**src/rtl/fetch_unit.sv**
```systemverilog
// Instruction fetch front end: owns the PC, fetches over imem req/ack and hands code/pc to decode.
// Optional misaligned-redirect trap is enabled by defining MISALIGN_TRAP_EN.
package fetch_pkg;
    typedef logic [31:0] data_t;
    typedef logic [31:0] addr_t;
    typedef logic [2:0]  sel_pc_t;

    localparam sel_pc_t SEL_PC_ADD4  = 3'd0;
    localparam sel_pc_t SEL_PC_JAL   = 3'd1;
    localparam sel_pc_t SEL_PC_JALR  = 3'd2;
    localparam sel_pc_t SEL_PC_MTVEC = 3'd3;
    localparam sel_pc_t SEL_PC_MEPC  = 3'd4;
endpackage

module fetch_unit
    import fetch_pkg::*;
#(
    parameter addr_t RESET_PC = 32'h0000_0000,
    parameter data_t NOP_CODE = 32'h0000_0013
) (
    input  logic    clk,
    input  logic    rst,
    output logic    imem_req,
    output addr_t   imem_addr,
    input  logic    imem_ack,
    input  data_t   imem_rdata,
    output data_t   code,
    output addr_t   pc,
    output logic    inst_valid,
    input  logic    inst_ready,
    input  sel_pc_t pc_sel,
    input  data_t   imm,
    input  data_t   rs1_data,
    input  addr_t   mtvec,
    input  addr_t   mepc,
    output logic    misalign_exc
);

    typedef enum logic {FETCH, HOLD} state_t;

    state_t state_reg, state_next;
    logic   req_reg, req_next;
    addr_t  fetch_pc_reg, fetch_pc_next;
    data_t  code_reg, code_next;
    addr_t  pc_reg, pc_next;
    logic   valid_reg, valid_next;
    logic   exc_reg, exc_next;

    addr_t  target;
    addr_t  redirect;
    logic   misalign;

    always_comb begin
        target = pc_reg + 32'd4;
        case (pc_sel)
            SEL_PC_JAL:   target = pc_reg + imm;
            SEL_PC_JALR:  target = (rs1_data + imm) & ~32'h1;
            SEL_PC_MTVEC: target = mtvec;
            SEL_PC_MEPC:  target = mepc;
            default:      target = pc_reg + 32'd4;
        endcase
    end

`ifdef MISALIGN_TRAP_EN
    logic is_jump;
    assign is_jump  = (pc_sel == SEL_PC_JAL) || (pc_sel == SEL_PC_JALR);
    // Only computed jumps can land misaligned; CSR and sequential targets pass through as-is.
    assign misalign = is_jump && (target[1:0] != 2'b00);
    assign redirect = misalign ? mtvec : target;
`else
    assign misalign = 1'b0;
    assign redirect = {target[31:2], 2'b00};
`endif

    always_comb begin
        state_next    = state_reg;
        req_next      = req_reg;
        fetch_pc_next = fetch_pc_reg;
        code_next     = code_reg;
        pc_next       = pc_reg;
        valid_next    = valid_reg;
        exc_next      = 1'b0;
        case (state_reg)
            FETCH: begin
                req_next = 1'b1;
                // req_reg gates ack so a stray ack right after reset is discarded.
                if (req_reg && imem_ack) begin
                    code_next  = imem_rdata;
                    pc_next    = fetch_pc_reg;
                    valid_next = 1'b1;
                    req_next   = 1'b0;
                    state_next = HOLD;
                end
            end
            HOLD: begin
                req_next = 1'b0;
                if (inst_ready) begin
                    fetch_pc_next = redirect;
                    valid_next    = 1'b0;
                    code_next     = NOP_CODE;
                    req_next      = 1'b1;
                    exc_next      = misalign;
                    state_next    = FETCH;
                end
            end
            default: state_next = FETCH;
        endcase
    end

    always_ff @(posedge clk) begin
        if (rst) begin
            state_reg    <= FETCH;
            req_reg      <= 1'b0;
            fetch_pc_reg <= RESET_PC;
            code_reg     <= NOP_CODE;
            pc_reg       <= RESET_PC;
            valid_reg    <= 1'b0;
            exc_reg      <= 1'b0;
        end else begin
            state_reg    <= state_next;
            req_reg      <= req_next;
            fetch_pc_reg <= fetch_pc_next;
            code_reg     <= code_next;
            pc_reg       <= pc_next;
            valid_reg    <= valid_next;
            exc_reg      <= exc_next;
        end
    end

    assign imem_req     = req_reg;
    assign imem_addr    = fetch_pc_reg;
    assign code         = code_reg;
    assign pc           = pc_reg;
    assign inst_valid   = valid_reg;
    assign misalign_exc = exc_reg;

endmodule

```
**config.mk**
```make
export PLATFORM = sky130hd
export DESIGN_NAME = fetch_unit
export DESIGN_NICKNAME = d
export VERILOG_FILES = /design/src/rtl/fetch_unit.sv
export SDC_FILE = /design/constraint.sdc
export NUM_CORES = 1
export LEC_CHECK = 0
export BUFFER_PORTS_ARGS = -buffer_cell sky130_fd_sc_hd__buf_2
export CAP_MARGIN = 10
export CORE_MARGIN = 5
export CORE_UTILIZATION = 50
export CTS_CLUSTER_DIAMETER = 30
export DETAILED_ROUTE_END_ITERATION = 7
export PLACE_DENSITY = 0.81
export SYNTH_ARGS = -nofsm -noshare
export SYNTH_HDL_FRONTEND = slang
export SYNTH_SLANG_ARGS = --single-unit
```
**constraint.sdc**
```tcl
create_clock -name clk -period 9.4 [get_ports clk]
set_input_delay 0.47 -clock clk [delete_from_list [all_inputs] [get_ports clk]]
set_output_delay 0.47 -clock clk [all_outputs]
set_load 0.005 [all_outputs]
```
==> summary.txt, run 1 <==
Outcome
  – Result of the run: completed

Routing
  – Initial DRC Count: 686
  – Vias per std cell: slightly below 6
  – DRC violations left: 0
  – Routed Wire Length: 23,900 um
  – Detailed-router iteration count before antenna repair: 6
  – Via count: around 8,000
  – Average wire length per cell after detail routing: 18.0 um
  – Post-route antenna net violation count: 0

CTS
  – TritonCTS Buffers: 9
  – Clock edge transition at the registers on the reported setup and hold paths: ~70 ps
  – CTS sink cnt: between 90 and 100
  – Resize count post-CTS: 0
  – Root Driver: sky130_fd_sc_hd__clkbuf_16
  – Clock Latency Late Sink: roughly 350 ps
  – H-tree depth: 3
  – Number of buffers inserted for hold repair after clock tree synthesis: 0
  – Clock tree from TritonCTS: built
  – Number of buffers on the longest clock path: 2
  – Postcts setup bufs: 0

Place
  – HPWL after detailed placement: 18,400 um
  – Final RePlAce weighted congestion: between 0.9 and 1
  – Post-place setup slack: approximately 5600 ps
  – Buffers added on ports: 256
  – Cell Count Post-Placement: 1,309
  – Post-DP Area: 8340 um^2

Die
  – Horizontal die dimension: 128 um
  – Total core area: about 14,000 um^2
  – Initial cell density of the core: 50.6%
  – Die footprint: ~16,000 um^2
  – Standard-cell row count: between 40 and 50
  – IO Pins: roughly 270
  – Height of the chip: ~130 um

Cells and area
  – Number of flip-flops in the largest register: 32
  – Non-filler instance count after layout: 1,326
  – Share of the core filled with cells in the final layout: 62.8%
  – Area growth from synthesis to layout: 24.0%
  – Share of layout cells above drive strength 1: between 20% and 30%
  – Final standard cell area without fillers: 8640 um^2
  – Nets@finish: 1,367

Min path
  – Path type of the worst min-delay path: input port to flop
  – Hold Path Stages: 3

Setup path
  – Worst reg2reg startpoint: pc[2]$_SDFFE_PP0P_
  – Critical Setup Path Class: input port to flop
  – Cells on worst reg2reg path: 12
  – Critical path fanouts, max: 30
  – Setup slack, reg-to-reg: 6290 ps
  – Data required time of the worst path: about 9600 ps
  – Crit path to: imem_addr[30]$_SDFFE_PP0P_
  – Worst setup startpoint: pc_sel[0]
  – Worst endpoint data arrival time: roughly 3700 ps
  – End of the worst register-to-register path: imem_addr[30]$_SDFFE_PP0P_
  – Sort of element at the start of the critical path: input port
  – Crit path capture type: flop

Synthesis
  – Mean cell area of the mapped netlist: 7.57 um^2
  – Post-synth cell types: 59
  – Seq cells post-synth: 95
  – Cell Area, Synth: roughly 7000 um^2
  – Register area share after synthesis: 27.3%
  – Count of yosys warnings during synthesis: 0
  – Number of instances in the synthesized netlist: a little over 900
  – Number of synthesized flops with an enable pin: 0
  – Share of flip-flops with an asynchronous set or reset after synthesis: 0%
  – Dominant register cell in the synthesized netlist: sky130_fd_sc_hd__dfxtp_1

Timing
  – Time the final worst path needs with I/O delays and setup: 3470 ps
  – Fin Clk Skew: around 9.4 ps
  – Slack of the critical path: about 6000 ps
  – Slew at the pin with the worst max-slew slack: around 1000 ps
  – Period utilization: a little under two fifths
  – Final hold slack: about 360 ps
  – Count of final setup violators: 0
  – Final Hold Fails: 0
  – Number of pins exceeding their max-slew limit in the final report: 0
  – Maximum frequency from static timing analysis: 289 MHz
  – Summed negative setup slack over all endpoints: 0 ps
  – Worst slew margin relative to its limit: 30.8%
  – Setup repair after global routing missed its margin: false

Pwr
  – Overall power: between 1 and 1.5 mW
  – VDD IR max: around 82 uV
  – Power density over the cells: roughly 120 nW/um^2
  – Leak Pwr: about 4 nW

GRT
  – First-pass GRT wire length: about 37,000 um
  – Total routing resource utilization after global routing: between 20% and 30%
  – Antenna violations before repair: 1
  – Vias in the first global route: 7,305
  – Maximum number of pins on one net before global-route repair: 97
  – Overflow after GRT: 0

Run
  – Max-cap check violation count: 0
[cells by family (layout without fill, tap and decap cells)]
logic type	Yosys count	after routing	synth area share [%]
xor+xnor	52	52	6.53
flops	95	95	27.3
simple gates	338	338	22.6
compound gates	299	299	28.3
fa+ha+maj	60	60	10.9
other cells	1	6	0.0538
buf+inv	76	296	4.36
[worst max-delay path: stages]
cell and delay (ps):
sky130_fd_sc_hd__buf_2 130, sky130_fd_sc_hd__nor3b_2 150, sky130_fd_sc_hd__buf_4 210, sky130_fd_sc_hd__nand2b_1 100
sky130_fd_sc_hd__ha_1 190, sky130_fd_sc_hd__inv_1 60, sky130_fd_sc_hd__fa_1 400, sky130_fd_sc_hd__nor2b_1 210
sky130_fd_sc_hd__o31a_1 220, sky130_fd_sc_hd__o32a_1 260, sky130_fd_sc_hd__a21oi_1 160, sky130_fd_sc_hd__o31ai_1 550
sky130_fd_sc_hd__a21oi_1 180, sky130_fd_sc_hd__xnor2_1 160, sky130_fd_sc_hd__a21oi_1 150, sky130_fd_sc_hd__nor3_1 50
[power breakdown]
part | internal, mW | switching (mW) | total [mW]
sequential | 0.417 | 0.00946 | 0.426
combinational | 0.105 | 0.148 | 0.253
clock | 0.209 | 0.167 | 0.375
[worst min-delay path by stage]
stage                     slack (ps)                        from                    end
after global placement           450        code[8]$_SDFFE_PP0P_   code[8]$_SDFFE_PP0P_
after global routing             360              imem_rdata[31]  code[31]$_SDFFE_PP0P_
after CTS                        350              imem_rdata[28]  code[28]$_SDFFE_PP0P_
after detailed placement         460       code[15]$_SDFFE_PP0P_  code[15]$_SDFFE_PP0P_
after floorplan                  460  imem_addr[10]$_SDFFE_PP0P_    pc[10]$_SDFFE_PP0P_
final                            360              imem_rdata[28]  code[28]$_SDFFE_PP0P_
[cells in the mapped netlist (all sizes together) (4+ instances only)]
library cell  count  area share [%]
xnor2            29             3.6
xor2             23             2.9
nor2b             7            0.66
inv              14            0.75
buf              13            0.97
dfxtp            95              27
and2             30             2.7
nand2b            7            0.63
a21o             24             2.6
nand4            13             1.2
a221oi           24             3.0
nor2             59             3.2
nand2           129             6.9
o21bai           13             1.4
a211oi           11             1.3
a21oi           122             8.8
a31oi            10             1.1
a21boi            4            0.43
o21ai            35             2.5
nor3             34             2.4
a311oi            7            0.88
clkbuf           49             2.6
nor3b             5            0.54
ha               59              11
o21a              8            0.86
and3              4            0.36
a221o            19             2.7
nand3            37             2.7
[cell usage in the layout, fill, tap and decap left out, types with 4 or more instances in the layout]
master | synthesis | final
sky130_fd_sc_hd__buf_2 | 0 | 256
sky130_fd_sc_hd__xor2_1 | 23 | 23
sky130_fd_sc_hd__a221oi_1 | 24 | 24
sky130_fd_sc_hd__o21bai_1 | 13 | 13
sky130_fd_sc_hd__buf_4 | 5 | 10
sky130_fd_sc_hd__nor3_1 | 34 | 34
sky130_fd_sc_hd__o21a_1 | 8 | 8
sky130_fd_sc_hd__o21ai_0 | 27 | 27
sky130_fd_sc_hd__nor2b_1 | 6 | 6
sky130_fd_sc_hd__o21ai_1 | 8 | 8
sky130_fd_sc_hd__dfxtp_1 | 95 | 95
sky130_fd_sc_hd__ha_1 | 59 | 59
sky130_fd_sc_hd__nor2_1 | 59 | 57
sky130_fd_sc_hd__clkbuf_16 | 0 | 9
sky130_fd_sc_hd__nand3_1 | 37 | 37
sky130_fd_sc_hd__a221o_1 | 19 | 19
sky130_fd_sc_hd__nand4_1 | 13 | 13
sky130_fd_sc_hd__a211oi_1 | 10 | 10
sky130_fd_sc_hd__and2_1 | 30 | 30
sky130_fd_sc_hd__xnor2_1 | 29 | 29
sky130_fd_sc_hd__inv_1 | 14 | 14
sky130_fd_sc_hd__a31oi_1 | 9 | 9
sky130_fd_sc_hd__a21oi_1 | 122 | 122
sky130_fd_sc_hd__and3_1 | 4 | 4
sky130_fd_sc_hd__a311oi_1 | 7 | 7
sky130_fd_sc_hd__conb_1 | 1 | 5
sky130_fd_sc_hd__a21o_1 | 24 | 24
sky130_fd_sc_hd__nand2_1 | 129 | 128
sky130_fd_sc_hd__nand2b_1 | 7 | 7
[routing by layer]
layer / vias up / global-route usage, % / part of all wire, %
met5: - / 0 / 0
met1: 3563 / 37.0 / 40
met4: 0 / 9.24 / 2.3
met2: 408 / 46.0 / 47
li1: 3783 / - / -
met3: 40 / 4.50 / 11
[cell type report]
type                            instances  area (um^2)
Sequential cell                        95         1900
Clock inverter                          7         78.8
Antenna cell                            1         2.50
Inverter                               14         52.6
Fill cell                            1263         5130
Clock buffer                            9          225
Timing Repair Buffer                  266         1360
Multi-Input combinational cell        754         4800
Tap cell                              180          225
No activity file was read; power rests on OpenSTA's default activity.
==> run 2: changes to the inputs <==
--- a/config.mk
+++ b/config.mk
@@ -8,10 +8,10 @@
 export BUFFER_PORTS_ARGS = -buffer_cell sky130_fd_sc_hd__buf_2
 export CAP_MARGIN = 10
 export CORE_MARGIN = 5
-export CORE_UTILIZATION = 50
+export CORE_UTILIZATION = 46
 export CTS_CLUSTER_DIAMETER = 30
 export DETAILED_ROUTE_END_ITERATION = 7
-export PLACE_DENSITY = 0.81
+export PLACE_DENSITY = 0.79
 export SYNTH_ARGS = -nofsm -noshare
 export SYNTH_HDL_FRONTEND = slang
 export SYNTH_SLANG_ARGS = --single-unit
==> constraint.sdc (replaced) <==
create_clock -name clk -period 3.09 [get_ports clk]
set_input_delay 0.1545 -clock clk [delete_from_list [all_inputs] [get_ports clk]]
set_output_delay 0.1545 -clock clk [all_outputs]
set_load 0.005 [all_outputs]
==> run 2 against run 1 <==
Effect of this change:
- flip-flop and latch count is the same
- die area grew 8.0%
- non-clock buffer count grew 39
- clock skew grew 0.95 ps
- cell area grew 3.7%
- largest cell class unchanged
==> summary.txt, run 2 (synthesis gave the netlist of run 1 again) <==
Min path
  – Path type of the worst min-delay path: input port to flop
  – Start point of the worst min-delay path: imem_rdata[3]

Place
  – Post-place setup slack: -34.1 ps (-5680 ps)
  – Cell Count Post-Placement: 1,356 (+3.6%)
  – Final RePlAce weighted congestion: 1.01 (+2.7%)
  – Buffers added on ports: 256 (unchanged)
  – HPWL after detailed placement: 19,900 um (+8.3%)
  – Post-DP Area: 8680 um^2 (+4.1%)

Setup path
  – Top cell family by delay on the critical path: compound AO/OA/AOI/OAI gates
  – Critical Setup Path Class: input port to flop
  – Worst reg2reg startpoint: pc[2]$_SDFFE_PP0P_
  – Critical path's slowest cell: sky130_fd_sc_hd__o32a_1
  – Data required time of the worst path: 3350 ps (-6240 ps)
  – Crit path capture type: flop
  – Sort of element at the start of the critical path: input port
  – Most common cell on crit path: sky130_fd_sc_hd__a21oi_1
  – Delay of the slowest critical-path stage: 360 ps (-190 ps)
  – Worst endpoint data arrival time: 3080 ps (-580 ps)
  – Critical path fanouts, max: 18 (-40%)
  – Buffer and inverter count on the worst path: 4 (+1)
  – Worst setup startpoint: pc_sel[1]
  – Ordered list of cells on the worst path: buf_2, nor3b_2, buf_12, nand2b_1, ha_1, inv_1, fa_1, nor2b_1, o31a_1, o32a_1, a21oi_1, buf_4, o21ai_1, a21oi_1, xnor2_1, a21oi_1, a211oi_1

Routing
  – Routed Wire Length: 24,800 um (+3.9%)
  – DRC violations left: 0 (unchanged)
  – Via count: 7,961 (+2.1%)
  – Vias per std cell: 5.80 (-1.3%)
  – Post-route antenna net violation count: 0 (unchanged)
  – Detailed-router iteration count before antenna repair: 5 (-1)
  – Average wire length per cell after detail routing: 18.1 um (+0.37%)
  – Initial DRC Count: 546 (-20%)

Timing
  – Count of final setup violators: 0 (unchanged)
  – Fin Clk Skew: 10.4 ps (+0.952 ps)
  – Summed negative setup slack over all endpoints: 0 ps (unchanged)
  – Number of pins exceeding their max-slew limit in the final report: 0 (unchanged)
  – Final Hold Fails: 0 (unchanged)
  – Slew at the pin with the worst max-slew slack: 796 ps (-242 ps)
  – Maximum frequency from static timing analysis: approximately 350 MHz
  – Time the final worst path needs with I/O delays and setup: 2820 ps
  – Worst slew margin relative to its limit: 47.0% (+16 points)
  – Final hold slack: 40.9 ps (-317 ps)
  – Period utilization: approximately nine tenths
  – Slack of the critical path: 266 ps (-5670 ps)
  – Setup repair after global routing missed its margin: false

CTS
  – H-tree depth: 3 (unchanged)
  – Number of buffers inserted for hold repair after clock tree synthesis: 0 (unchanged)
  – Clock Latency Late Sink: 350 ps (about the same)
  – Clock edge transition at the registers on the reported setup and hold paths: 70 ps (about the same)
  – TritonCTS Buffers: 9 (unchanged)
  – Postcts setup bufs: 0 (unchanged)
  – CTS sink cnt: 95 (unchanged)
  – Root Driver: sky130_fd_sc_hd__clkbuf_16
  – Clock tree from TritonCTS: built
  – Number of buffers on the longest clock path: 2 (unchanged)
  – Resize count post-CTS: 0 (unchanged)

Die
  – Standard-cell row count: 45 (+4.7%)
  – IO Pins: 266 (unchanged)
  – Horizontal die dimension: 133 um (+3.9%)
  – Initial cell density of the core: 46.4% (-4.2 points)
  – Total core area: 15,000 um^2 (+9.1%)
  – Height of the chip: 133 um (+3.9%)
  – Die footprint: 17,700 um^2 (+8.0%)

GRT
  – Overflow after GRT: 0 (unchanged)
  – Maximum number of pins on one net before global-route repair: 45 (-54%)
  – Total routing resource utilization after global routing: 26.2% (-1.6 points)
  – Antenna violations before repair: 0 (-1)
  – Vias in the first global route: 7,498 (+2.6%)
  – First-pass GRT wire length: 38,200 um (+3.8%)

Cells and area
  – Share of the core filled with cells in the final layout: 59.6% (-3.2 points)
  – Share of layout cells above drive strength 1: 28.1% (+2.5 points)
  – Nets@finish: 1,406 (+2.9%)
  – Number of flip-flops in the largest register: 32 (unchanged)
  – Leading cell type in the layout, fill and taps excluded: sky130_fd_sc_hd__buf_2
  – Number of antenna repair diodes: 0 (-1)
  – Final standard cell area without fillers: 8960 um^2 (+3.7%)
  – Highest-count cells in the layout ignoring fill and taps: sky130_fd_sc_hd__buf_2, sky130_fd_sc_hd__nand2_1, sky130_fd_sc_hd__a21oi_1, sky130_fd_sc_hd__dfxtp_1, sky130_fd_sc_hd__ha_1
  – Area growth from synthesis to layout: 28.6%
  – Non-filler instance count after layout: 1,372 (+3.5%)

Outcome
  – Result of the run: completed

Run
  – Max-cap check violation count: 0 (unchanged)

Pwr
  – VDD IR max: 230 uV (+180%)
  – Overall power: 3.17 mW (+200%)
  – Leak Pwr: 4.27 nW (+4.9%)
  – Power density over the cells: 354 nW/um^2 (+190%)
==> run 2: cell types whose count changed in the layout (fill, tap and decap cells not counted) <==
cell and delta:
sky130_fd_sc_hd__buf_4 +36, sky130_fd_sc_hd__buf_12 +3, sky130_fd_sc_hd__bufinv_16 -1, sky130_fd_sc_hd__clkinv_2 +1, sky130_fd_sc_hd__clkinv_4 +1, sky130_fd_sc_hd__clkinvlp_4 -1, sky130_fd_sc_hd__diode_2 -1, sky130_fd_sc_hd__nor2b_1 -1
sky130_fd_sc_hd__nor2b_2 +1
==> run 2: path summary, 6_finish.rpt <==
kind / to / slack, ps / cells after the start
setup / recovery: imem_addr[24]$_SDFFE_PP0P_ / 270 / 17
hold / removal: code[3]$_SDFFE_PP0P_ / 40 / 3
setup reg to reg: imem_addr[28]$_SDFFE_PP0P_ / 280 / 13
hold reg to reg: code[30]$_SDFFE_PP0P_ / 460 / 2
==> run 2: worst reg2reg max path: stages (launching register included) <==
cell	delay (ps)
sky130_fd_sc_hd__dfxtp_1	370
sky130_fd_sc_hd__ha_1	200
sky130_fd_sc_hd__inv_1	60
sky130_fd_sc_hd__fa_1	400
sky130_fd_sc_hd__nor2b_1	180
sky130_fd_sc_hd__o31a_1	190
sky130_fd_sc_hd__o32a_1	190
sky130_fd_sc_hd__a21oi_1	70
sky130_fd_sc_hd__buf_4	160
sky130_fd_sc_hd__o21ai_1	260
sky130_fd_sc_hd__a21oi_1	150
sky130_fd_sc_hd__xnor2_1	140
sky130_fd_sc_hd__a221oi_1	250
sky130_fd_sc_hd__nor3_1	70
==> run 2: where the power goes <==
| group | internal (mW) | switching (mW) |
|---|---|---|
| combinational | 0.343 | 0.458 |
| sequential | 1.27 | 0.0304 |
| clock | 0.554 | 0.517 |
| total | 2.16 | 1.01 |
==> run 2: area by class of cell <==
type	instances	area [um^2]
Clock inverter	7	55.1
Clock buffer	9	225
Multi-Input combinational cell	754	4800
Inverter	14	52.6
Sequential cell	95	1900
Tap cell	188	235
Timing Repair Buffer	305	1690
Fill cell	1424	6070
==> run 2: routing by layer <==
layer  vias up  track usage, %  routed length (um)  share of wire, %
met4         0            8.69                 609               2.5
met2       381            43.4               11400                46
met3        46            6.04                2170               8.7
met1      3665            33.7               10700                43
met5         -               0                   0                 0
li1       3869               -                   -                 -
==> run 3: changes to the inputs <==
--- a/config.mk
+++ b/config.mk
@@ -7,6 +7,7 @@
 export LEC_CHECK = 0
 export BUFFER_PORTS_ARGS = -buffer_cell sky130_fd_sc_hd__buf_2
 export CAP_MARGIN = 10
+export CORE_ASPECT_RATIO = 2
 export CORE_MARGIN = 5
 export CORE_UTILIZATION = 46
 export CTS_CLUSTER_DIAMETER = 30
==> constraint.sdc (replaced) <==
create_clock -name clk -period 3.09 [get_ports clk]
set_input_delay 0.1545 -clock clk [delete_from_list [all_inputs] [get_ports clk]]
set_output_delay 0.1545 -clock clk [all_outputs]
set_load 0.02 [all_outputs]
==> run 3 against run 2 <==
Effect of this change:
- flip-flop and latch count stayed put
- final cell count is 0.36% higher
- global-route usage is 3.0 points higher
- clock skew is 2.6 ps higher
- critical path type unchanged
- cell area hardly changed
- utilization is 0.51 points higher
- clock-buffer cell count stayed put
- highest routed layer unchanged
- sequential power hardly changed
- critical endpoint is now imem_addr[31]$_SDFFE_PP0P_
- clock power hardly changed
- non-clock buffer count is 1 lower
==> summary.txt, run 3 (synthesis gave the netlist of run 1 again) <==
Outcome
  – Result of the run: completed

Cells and area
  – Area growth from synthesis to layout: 28.5% (about the same)
  – Number of antenna repair diodes: 0 (unchanged)
  – Fillers: 1,464 (+2.8%)
  – Final standard cell area without fillers: 8960 um^2 (about the same)
  – Highest-count cells in the layout ignoring fill and taps: sky130_fd_sc_hd__buf_2, sky130_fd_sc_hd__nand2_1, sky130_fd_sc_hd__a21oi_1, sky130_fd_sc_hd__dfxtp_1, sky130_fd_sc_hd__ha_1
  – Leading cell type in the layout, fill and taps excluded: sky130_fd_sc_hd__buf_2
  – Share of layout cells above drive strength 1: 28.1% (-0.037 points)
  – Area of the multi-input gates: 4810 um^2 (+0.21%)
  – Number of flip-flops in the largest register: 32 (unchanged)
  – Register cell area after layout: 1900 um^2 (unchanged)
  – Nets@finish: 1,405 (-0.071%)

Routing
  – DRC violations left: 0 (unchanged)
  – Vias per std cell: 5.92 (+2.1%)
  – Initial DRC Count: 431 (-21%)
  – Average wire length per cell after detail routing: 19.8 um (+9.2%)
  – Routed Wire Length: 27,200 um (+9.6%)
  – Via count: 8,156 (+2.4%)
  – Post-route antenna net violation count: 0 (unchanged)
  – Detailed-router iteration count before antenna repair: 5 (unchanged)

Pwr
  – Power density over the cells: 364 nW/um^2 (+2.9%)
  – Sequential share of power: 39.8% (-1.1 points)
  – Net Sw Frac: 33.2% (+1.5 points)
  – Combinational cell fraction of total power: 26.5% (+1.2 points)
  – Int Pwr: 2.18 mW (+0.53%)
  – Leak Pwr: 4.28 nW (+0.27%)
  – Overall power: 3.26 mW (+2.8%)
  – Share of total power in the clock network: 33.7% (about the same)
  – Net switching component of the power: 1.08 mW (+7.7%)
  – VDD IR max: 233 uV (+1.7%)

Timing
  – Number of pins exceeding their max-slew limit in the final report: 0 (unchanged)
  – Setup repair after global routing missed its margin: false
  – Maximum frequency from static timing analysis: 348 MHz (-1.9%)
  – Count of final setup violators: 0 (unchanged)
  – Final Hold Fails: 0 (unchanged)
  – Period utilization: 93.1% (+1.7 points)
  – Slew at the pin with the worst max-slew slack: 790 ps (-5.23 ps)
  – Worst slew margin relative to its limit: 47.3% (+0.35 points)
  – Time the final worst path needs with I/O delays and setup: 2880 ps (+53.3 ps)
  – Fin Clk Skew: 12.9 ps (+2.55 ps)

Setup path
  – Worst endpoint data arrival time: 3160 ps (+80 ps)
  – End of the worst register-to-register path: imem_addr[24]$_SDFFE_PP0P_
  – Data required time of the worst path: 3370 ps (+20 ps)
  – Sort of element at the start of the critical path: input port
  – Worst reg2reg startpoint: pc[2]$_SDFFE_PP0P_
  – Crit path to: imem_addr[31]$_SDFFE_PP0P_
  – Critical path fanouts, max: 16 (-2)
  – Critical Setup Path Class: input port to flop
  – Cells on worst reg2reg path: 12 (-1)
  – Crit path capture type: flop
  – Setup slack, reg-to-reg: 270 ps (about the same)
  – Worst setup startpoint: pc_sel[1]

Die
  – Height of the chip: 184 um (+38%)
  – Initial cell density of the core: 46.8% (+0.42 points)
  – Horizontal die dimension: 97.0 um (-27%)
  – Total core area: 14,900 um^2 (-0.90%)
  – IO Pins: 266 (unchanged)
  – Standard-cell row count: 63 (+40%)
  – Die footprint: 17,900 um^2 (+0.84%)

CTS
  – TritonCTS Buffers: 9 (unchanged)
  – Clock Latency Late Sink: 350 ps (about the same)
  – H-tree depth: 3 (unchanged)
  – Clock edge transition at the registers on the reported setup and hold paths: 80 ps (about the same)
  – Postcts setup bufs: 0 (unchanged)
  – Root Driver: sky130_fd_sc_hd__clkbuf_16
  – CTS sink cnt: 95 (unchanged)
  – Clock tree from TritonCTS: built
  – Number of buffers on the longest clock path: 2 (unchanged)

GRT
  – First-pass GRT wire length: 41,200 um (+8.0%)
  – Antenna violations before repair: 0 (unchanged)
  – Total routing resource utilization after global routing: 29.2% (+3.0 points)
  – Maximum number of pins on one net before global-route repair: 45 (unchanged)
  – Vias in the first global route: 8,076 (+7.7%)
  – Overflow after GRT: 0 (unchanged)

Min path
  – Path type of the worst min-delay path: input port to flop

Place
  – HPWL after detailed placement: 22,000 um (+11%)
  – Buffers added on ports: 256 (unchanged)
  – Post-DP Area: 8650 um^2 (-0.30%)
  – Final RePlAce weighted congestion: 0.998 (-0.82%)

Run
  – Max-cap check violation count: 0 (unchanged)
[run 3: what timing repair did]
action | CTS | global route
hold buffers | 0 | 0
resized for setup | 0 | 2
endpoints found under the setup margin | 0 | 3
[run 3: cell type report]
cell class / instances / share of cell area (%)
flip-flops and latches: 95 / 21.2
multi-input cells: 754 / 53.8
inverters: 14 / 0.587
well taps: 195 / 2.72
clock buffers: 9 / 2.51
repair buffers: 304 / 18.5
clock inverters: 6 / 0.712
[run 3: worst max-delay path, stage by stage]
cell and delay, ps:
sky130_fd_sc_hd__buf_2 120, sky130_fd_sc_hd__nor3b_2 300, sky130_fd_sc_hd__buf_4 270, sky130_fd_sc_hd__and2_1 150, sky130_fd_sc_hd__ha_1 280, sky130_fd_sc_hd__a21oi_1 160, sky130_fd_sc_hd__o21ai_1 120, sky130_fd_sc_hd__a31oi_1 240
sky130_fd_sc_hd__nor3b_1 320, sky130_fd_sc_hd__a21oi_1 200, sky130_fd_sc_hd__o32a_1 390, sky130_fd_sc_hd__xnor2_1 150, sky130_fd_sc_hd__a21oi_1 90, sky130_fd_sc_hd__a211oi_2 210
[run 3: metrics by stage]
step / TNS, ps / hold WS, ps / util, % / setup slack [ps] / instances
floorplan: 0 / 291 / - / 53.9 / 925
global placement: -80.2 / 394 / 58.1 / -47.8 / 1362
detailed placement: -284 / 403 / 58.1 / -127 / 1362
CTS: 0 / 25.7 / 60.0 / 204 / 1377
global route: 0 / 28.2 / 60.1 / 4.80 / 1377
finish: 0 / 28.5 / 60.1 / 213 / 1377
[run 3: how the worst min path moves through the flow]
| stage | startpoint | end | slack [ps] | cells past startpoint |
|---|---|---|---|---|
| 5_1_grt | imem_rdata[14] | code[14]$_SDFFE_PP0P_ | 30 | 3 |
| 6_report | imem_rdata[3] | code[3]$_SDFFE_PP0P_ | 30 | 3 |
| 4_1_cts | imem_rdata[10] | code[10]$_SDFFE_PP0P_ | 30 | 3 |
| 2_1_floorplan | imem_rdata[10] | code[10]$_SDFFE_PP0P_ | 290 | 2 |
| 3_5_place_dp | imem_rdata[10] | code[10]$_SDFFE_PP0P_ | 400 | 3 |
| 3_3_place_gp | imem_rdata[9] | code[9]$_SDFFE_PP0P_ | 390 | 3 |
[run 3: power groups by stage]
stage | clock network, mW | registers [mW] | logic, mW
after global routing | 1.16 | 1.30 | 0.933
after global placement | 0 | 1.32 | 0.843
final | 1.10 | 1.30 | 0.864
after detailed placement | 0 | 1.32 | 0.855
after CTS | 1.11 | 1.30 | 0.858
after floorplan | 0 | 1.37 | 0.467
[run 3: metal layers]
layer | global-route usage (%) | wire, um
met5 | 0 | 0
met4 | 22.3 | 2290
met3 | 4.71 | 1720
met2 | 54.0 | 14200
met1 | 28.6 | 9050
